$ cat src/rtl/tap_dmi_reg.sv
// JTAG DMI data register: shifts in {addr, data, op}, issues the debug-module
// request on Update-DR and reports read data plus sticky status on Capture-DR.
module tap_dmi_reg #(
  parameter int ADDR_WIDTH = 7,
  parameter int DATA_WIDTH = 32
) (
  input  logic                  i_tck,
  input  logic                  i_reset,
  input  logic                  i_capture,
  input  logic                  i_shift,
  input  logic                  i_update,
  input  logic                  i_tdi,
  output logic                  o_tdo,
  input  logic                  i_dmireset,
  output logic                  o_req_valid,
  input  logic                  i_req_ready,
  output logic [1:0]            o_req_op,
  output logic [ADDR_WIDTH-1:0] o_req_addr,
  output logic [DATA_WIDTH-1:0] o_req_data,
  input  logic                  i_rsp_valid,
  input  logic [DATA_WIDTH-1:0] i_rsp_data,
  input  logic                  i_rsp_error,
  output logic                  o_busy,
  output logic [1:0]            o_status
);

  localparam int W = ADDR_WIDTH + DATA_WIDTH + 2;

  localparam logic [1:0] IDLE = 2'd0;
  localparam logic [1:0] REQ  = 2'd1;
  localparam logic [1:0] WAIT = 2'd2;

  localparam logic [1:0] OP_READ  = 2'd1;
  localparam logic [1:0] OP_WRITE = 2'd2;

  logic [1:0]            state;
  logic [W-1:0]          shreg;
  logic [DATA_WIDTH-1:0] rdata;
  logic [ADDR_WIDTH-1:0] last_addr;
  logic                  sticky_busy;
  logic                  sticky_fail;

  logic [1:0]            sh_op;
  logic [DATA_WIDTH-1:0] sh_data;
  logic [ADDR_WIDTH-1:0] sh_addr;
  logic                  idle;
  logic                  upd;
  logic                  accept;
  logic                  set_busy;
  logic                  set_fail;
  logic [1:0]            cap_status;

  assign sh_op   = shreg[1:0];
  assign sh_data = shreg[DATA_WIDTH+1:2];
  assign sh_addr = shreg[W-1:DATA_WIDTH+2];

  assign idle = (state == IDLE);
  assign upd  = i_update & ~i_capture & ~i_shift;

  assign accept = upd & idle & (o_status == 2'd0) &
                  ((sh_op == OP_READ) | (sh_op == OP_WRITE));

  // Touching the register while a transaction is in flight poisons status.
  assign set_busy = ~idle & (i_capture | upd);
  assign set_fail = (state == WAIT) & i_rsp_valid & i_rsp_error;

  assign o_status   = sticky_busy ? 2'd3 : (sticky_fail ? 2'd2 : 2'd0);
  assign cap_status = (sticky_busy | ~idle) ? 2'd3 : o_status;

  assign o_busy      = ~idle;
  assign o_req_valid = (state == REQ);

  always_ff @(posedge i_tck) begin
    if (i_reset) begin
      shreg <= '0;
    end else if (i_capture) begin
      shreg <= {last_addr, rdata, cap_status};
    end else if (i_shift) begin
      shreg <= {i_tdi, shreg[W-1:1]};
    end
  end

  always_ff @(negedge i_tck) begin
    if (i_reset) begin
      o_tdo <= 1'b0;
    end else begin
      o_tdo <= shreg[0];
    end
  end

  // A same-cycle set survives dmireset.
  always_ff @(posedge i_tck) begin
    if (i_reset) begin
      sticky_busy <= 1'b0;
      sticky_fail <= 1'b0;
    end else if (i_dmireset) begin
      sticky_busy <= set_busy;
      sticky_fail <= set_fail;
    end else begin
      if (set_busy) sticky_busy <= 1'b1;
      if (set_fail) sticky_fail <= 1'b1;
    end
  end

  always_ff @(posedge i_tck) begin
    if (i_reset) begin
      state      <= IDLE;
      o_req_op   <= '0;
      o_req_addr <= '0;
      o_req_data <= '0;
      last_addr  <= '0;
      rdata      <= '0;
    end else begin
      case (state)
        IDLE: begin
          if (accept) begin
            o_req_op   <= sh_op;
            o_req_addr <= sh_addr;
            o_req_data <= sh_data;
            last_addr  <= sh_addr;
            state      <= REQ;
          end
        end
        REQ: begin
          if (i_req_ready) state <= WAIT;
        end
        WAIT: begin
          if (i_rsp_valid) begin
            if (o_req_op == OP_READ) rdata <= i_rsp_data;
            state <= IDLE;
          end
        end
        default: state <= IDLE;
      endcase
    end
  end

endmodule
$ cat config.mk
export PLATFORM = sky130hd
export DESIGN_NAME = tap_dmi_reg
export DESIGN_NICKNAME = d
export VERILOG_FILES = /design/src/rtl/tap_dmi_reg.sv
export SDC_FILE = /design/constraint.sdc
export NUM_CORES = 1
export LEC_CHECK = 0
export BUFFER_PORTS_ARGS = -buffer_cell sky130_fd_sc_hd__buf_2
export CORE_ASPECT_RATIO = 0.75
export CORE_UTILIZATION = 51
export DETAILED_ROUTE_END_ITERATION = 8
export GPL_TIMING_DRIVEN = 0
export PLACE_DENSITY = 0.81
export SYNTH_ARGS = -nofsm -noshare
export SYNTH_HDL_FRONTEND = slang
export SYNTH_SLANG_ARGS = --single-unit
$ cat constraint.sdc
create_clock -name i_tck -period 1.4 [get_ports i_tck]
set_input_delay 0.07 -clock i_tck [delete_from_list [all_inputs] [get_ports i_tck]]
set_output_delay 0.07 -clock i_tck [all_outputs]
set_load 0.005 [all_outputs]
==> flow_summary_export.csv <==
group,metric,value,unit
drt,ant_nets,0,
global_routing,met1_usage,37.4,%
clocking,h-tree-depth,4,
timing,setup_viol,42,
clocking,cts-root-buf,"clkbuf_16",
global_routing,grt_pass1_vias,4842,
timing,holdWs,0.0992,ns
setup_path,r2r_start,"sticky_fail$_SDFFE_PP0P_",
timing,max_slew_margin,54.9,%
layout,area.growth.synth_to_final,39.2,%
timing,final.setup_skew,0.0266,ns
yosys,synthDistinctLibCells,36,
setup_path,start_kind,"register",
yosys,synth_nets,594,
global_routing,grtUsageTotal,30.1,%
yosys,synth.avg_cell_area,9.47,um^2
setup_path,cp.required,1.71,ns
setup_path,crit_path_cell_trace,"nor4_4 -> buf_4 -> buf_8 -> buf_8 -> a311oi_2 -> a31o_1",
timing,slew_viol_final,0,
layout,fillers,629,
setup_path,crit_top_cell,"buf_8",
hold_path,worstHoldPathCells,3,
hold_path,min_to,"shreg[40]$_SDFFE_PP0P_",
drt,drt_iter0_markers,396,
setup_path,worstRegToRegCells,6,
yosys,netlist_area,5230,um^2
yosys,synth_cells,552,
drt,firstDrtPassIters,5,
outcome,status,"complete, but fails checks",
power,peakVddDrop,851,uV
drt,drt_wl_total,15700,um
global_routing,busiest_layer,"met2",
setup_path,cp.arrival,1.93,ns
clocking,numCtsBuffers,17,
timing,worstMarginPinSlew,0.676,ns
layout,n_antenna_cell,0,
global_routing,met2_usage,49.1,%
floorplan,initial_utilization,53.2,%
global_routing,grtUsageMet3,8.27,%
yosys,yosys_warnings,0,
clocking,clk_pin_slew,0.05,ns
drt,vias,4915,
power,cellPowerDensity,1110,nW/um^2
global_routing,antenna_found_initial,0,
global_routing,grt_max_degree,17,
setup_path,end_kind,"register",
layout,num-nets-final,748,
clocking,clock_sinks,119,
setup_path,reg2reg_to,"o_req_data[13]$_SDFFE_PP0P_",
timing,fin_ws,-0.226,ns
clocking,clk_latency,0.44,ns
hold_path,min-delay-start,"i_tdi",
timing,timing.fmax,0.615,GHz
floorplan,core_area,9810,um^2
timing,rsz0062_at_grt,"yes",
yosys,yosysSeqAreaShare,45.6,%
floorplan,die_w,119,um
timing,finalCriticalPeriod,1.63,ns
timing,finalHoldViolations,0,
yosys,yosys_register_bits,119,
global_routing,grt_pass1_wl,24400,um
floorplan,fp-row-count,31,
layout,drive_gt1_share,34.0,%
timing,fin_tns_setup,-6.78,ns
place,gp_congestion,0.859,
place,dp_hpwl,9310,um
floorplan,die_h,89.7,um
run,maxCapViolations,0,
drt,wl_per_cell,18.5,um
setup_path,timing_worst_setup_path_type,"reg -> reg",
clocking,cts_tree,"built",
timing,period_share,116,%
setup_path,critPathSlowestCell,"dfxtp_4",
floorplan,ios,88,
hold_path,hold_path.class,"in -> reg",
global_routing,gr-total-overflow,0,
setup_path,cp_max_fo,5,
drt,drc,0,
setup_path,r2r_slack,-0.23,ns
drt,vias_per_cell,5.79,
place,io_buffers,84,
clocking,cts_buffer_depth,2,
setup_path,critPathMaxStageDelay,0.36,ns
outcome,violations,"negative setup slack",
power,p_leak,0.00289,uW
floorplan,die_area,10700,um^2
## sequential cells by signal, indices dropped and copies added, names as in the netlist
name,flops
o_tdo,1
state,2
rdata,32
o_req_data,32
shreg,41
sticky_fail,1
o_req_op,2
sticky_busy,1
last_addr,7
## cells in the final DEF (no fill, tap or decap), drive strengths merged, types with 2 or more instances in the layout
master and n:
a211oi 18, dlygate4sd3 35, mux2 32, a31o 36
a311oi 36, o21ai 33, clkbuf 46, buf 133
inv 39, clkinvlp 3, nand2b 2, clkinv 6
mux2i 35, dfxtp 119, o31ai 2, a21oi 36
nand2 7, nor2b 15, or2 2, nor2 36
nand3 32
## what timing repair did
| item | CTS | global route |
|---|---|---|
| cloned | 7 | 1 |
| hold buffers | 35 | 0 |
| pin swaps | 40 | 20 |
| buffers inserted | 11 | 2 |
| endpoints found under the setup margin | 75 | 81 |
| resized for setup | 65 | 39 |
| hold endpoints to repair | 35 | 0 |
## cells in the mapped netlist
master / number / area share [%]
buf_1: 5 / 0.36
or3b_1: 1 / 0.17
nand2_1: 7 / 0.50
a32o_1: 1 / 0.19
mux2i_1: 35 / 6.7
a22oi_1: 1 / 0.14
nand2b_1: 2 / 0.24
nor4bb_1: 1 / 0.19
inv_1: 38 / 2.7
and3_1: 1 / 0.12
o31ai_1: 2 / 0.29
mux2_2: 32 / 6.9
or2_2: 2 / 0.24
a211oi_1: 18 / 2.6
nand3b_1: 1 / 0.14
o21a_1: 1 / 0.14
or4_1: 1 / 0.14
clkbuf_1: 28 / 2.0
nand3_1: 32 / 3.1
nor2b_1: 15 / 1.8
a311oi_1: 36 / 6.0
xor2_2: 1 / 0.31
buf_4: 4 / 0.57
dfxtp_1: 119 / 46
nor2_1: 36 / 2.6
a31o_1: 36 / 6.0
buf_2: 18 / 1.7
and3b_1: 1 / 0.17
a21oi_1: 36 / 3.4
buf_6: 4 / 0.86
o21ai_0: 3 / 0.29
nor3b_4: 1 / 0.36
o21ai_1: 30 / 2.9
nor4_2: 1 / 0.24
inv_2: 1 / 0.072
o311ai_1: 1 / 0.17
## cell type report
class                      instances  area (um^2)  area share (%)
buffer                            58          388            5.33
clock buffer                      20          457            6.28
multi-input combinational        335         2620            36.1
inverter                          38          143            1.96
sequential                       119         2400            33.0
clock inverter                    11         85.1            1.17
tap                              132          165            2.27
timing repair buffer             136         1010            13.9
## where the power goes
group | total, uW | internal, uW | switching (uW) | leakage (uW)
clock | 3990 | 2490 | 1510 | 0.000266
sequential | 3430 | 3410 | 25.3 | 0.000964
combinational | 645 | 282 | 363 | 0.00166
## worst max-delay path: cells and delay by family, from the launching register on
family          cells  cell delay [ns]
flops               1             0.36
simple gates        1             0.34
buf+inv             3             0.48
compound gates      2             0.34
## through the flow
stage,instances,setup WS [ns],util (%),power [uW],cell area [um^2]
floorplan,552,0.0129,-,3780,5230
global placement,768,-0.252,59.3,3930,5810
detailed placement,768,-0.288,59.3,3950,5810
CTS,850,-0.218,73.5,8050,7210
global route,849,-0.261,74.1,8320,7270
finish,849,-0.226,74.1,8070,7270
## per-layer routing
layer | wire [um] | up-vias
li1 | - | 2320
met1 | 6800 | 2352
met2 | 7500 | 212
met3 | 1030 | 31
met4 | 364 | 0
met5 | 0 | -
## worst max-delay path by stage
stage                                   startpoint                           to  slack, ns  cells past startpoint
after floorplan              state[0]$_SDFFE_PP0P_  o_req_data[10]$_SDFFE_PP0P_       0.01                      4
after global placement       shreg[1]$_SDFFE_PP0P_  o_req_data[30]$_SDFFE_PP0P_      -0.25                      5
after detailed placement     shreg[1]$_SDFFE_PP0P_  o_req_data[30]$_SDFFE_PP0P_      -0.29                      5
after CTS                         o_tdo$_SDFF_NP0_                        o_tdo      -0.22                      1
after global routing      sticky_fail$_SDFFE_PP0P_  o_req_data[13]$_SDFFE_PP0P_      -0.26                      6
final                     sticky_fail$_SDFFE_PP0P_  o_req_data[13]$_SDFFE_PP0P_      -0.23                      6
## logic make-up after synthesis
group	count (synthesis)	share of synthesized area [%]
muxes	67	13.6
buffers and inverters	98	8.33
AOI/OAI and AO/OA	165	22.2
and+or+nand+nor	102	9.96
xor gates and xnor gates	1	0.311
DFF	119	45.6
(Power assumes the default switching activity.)
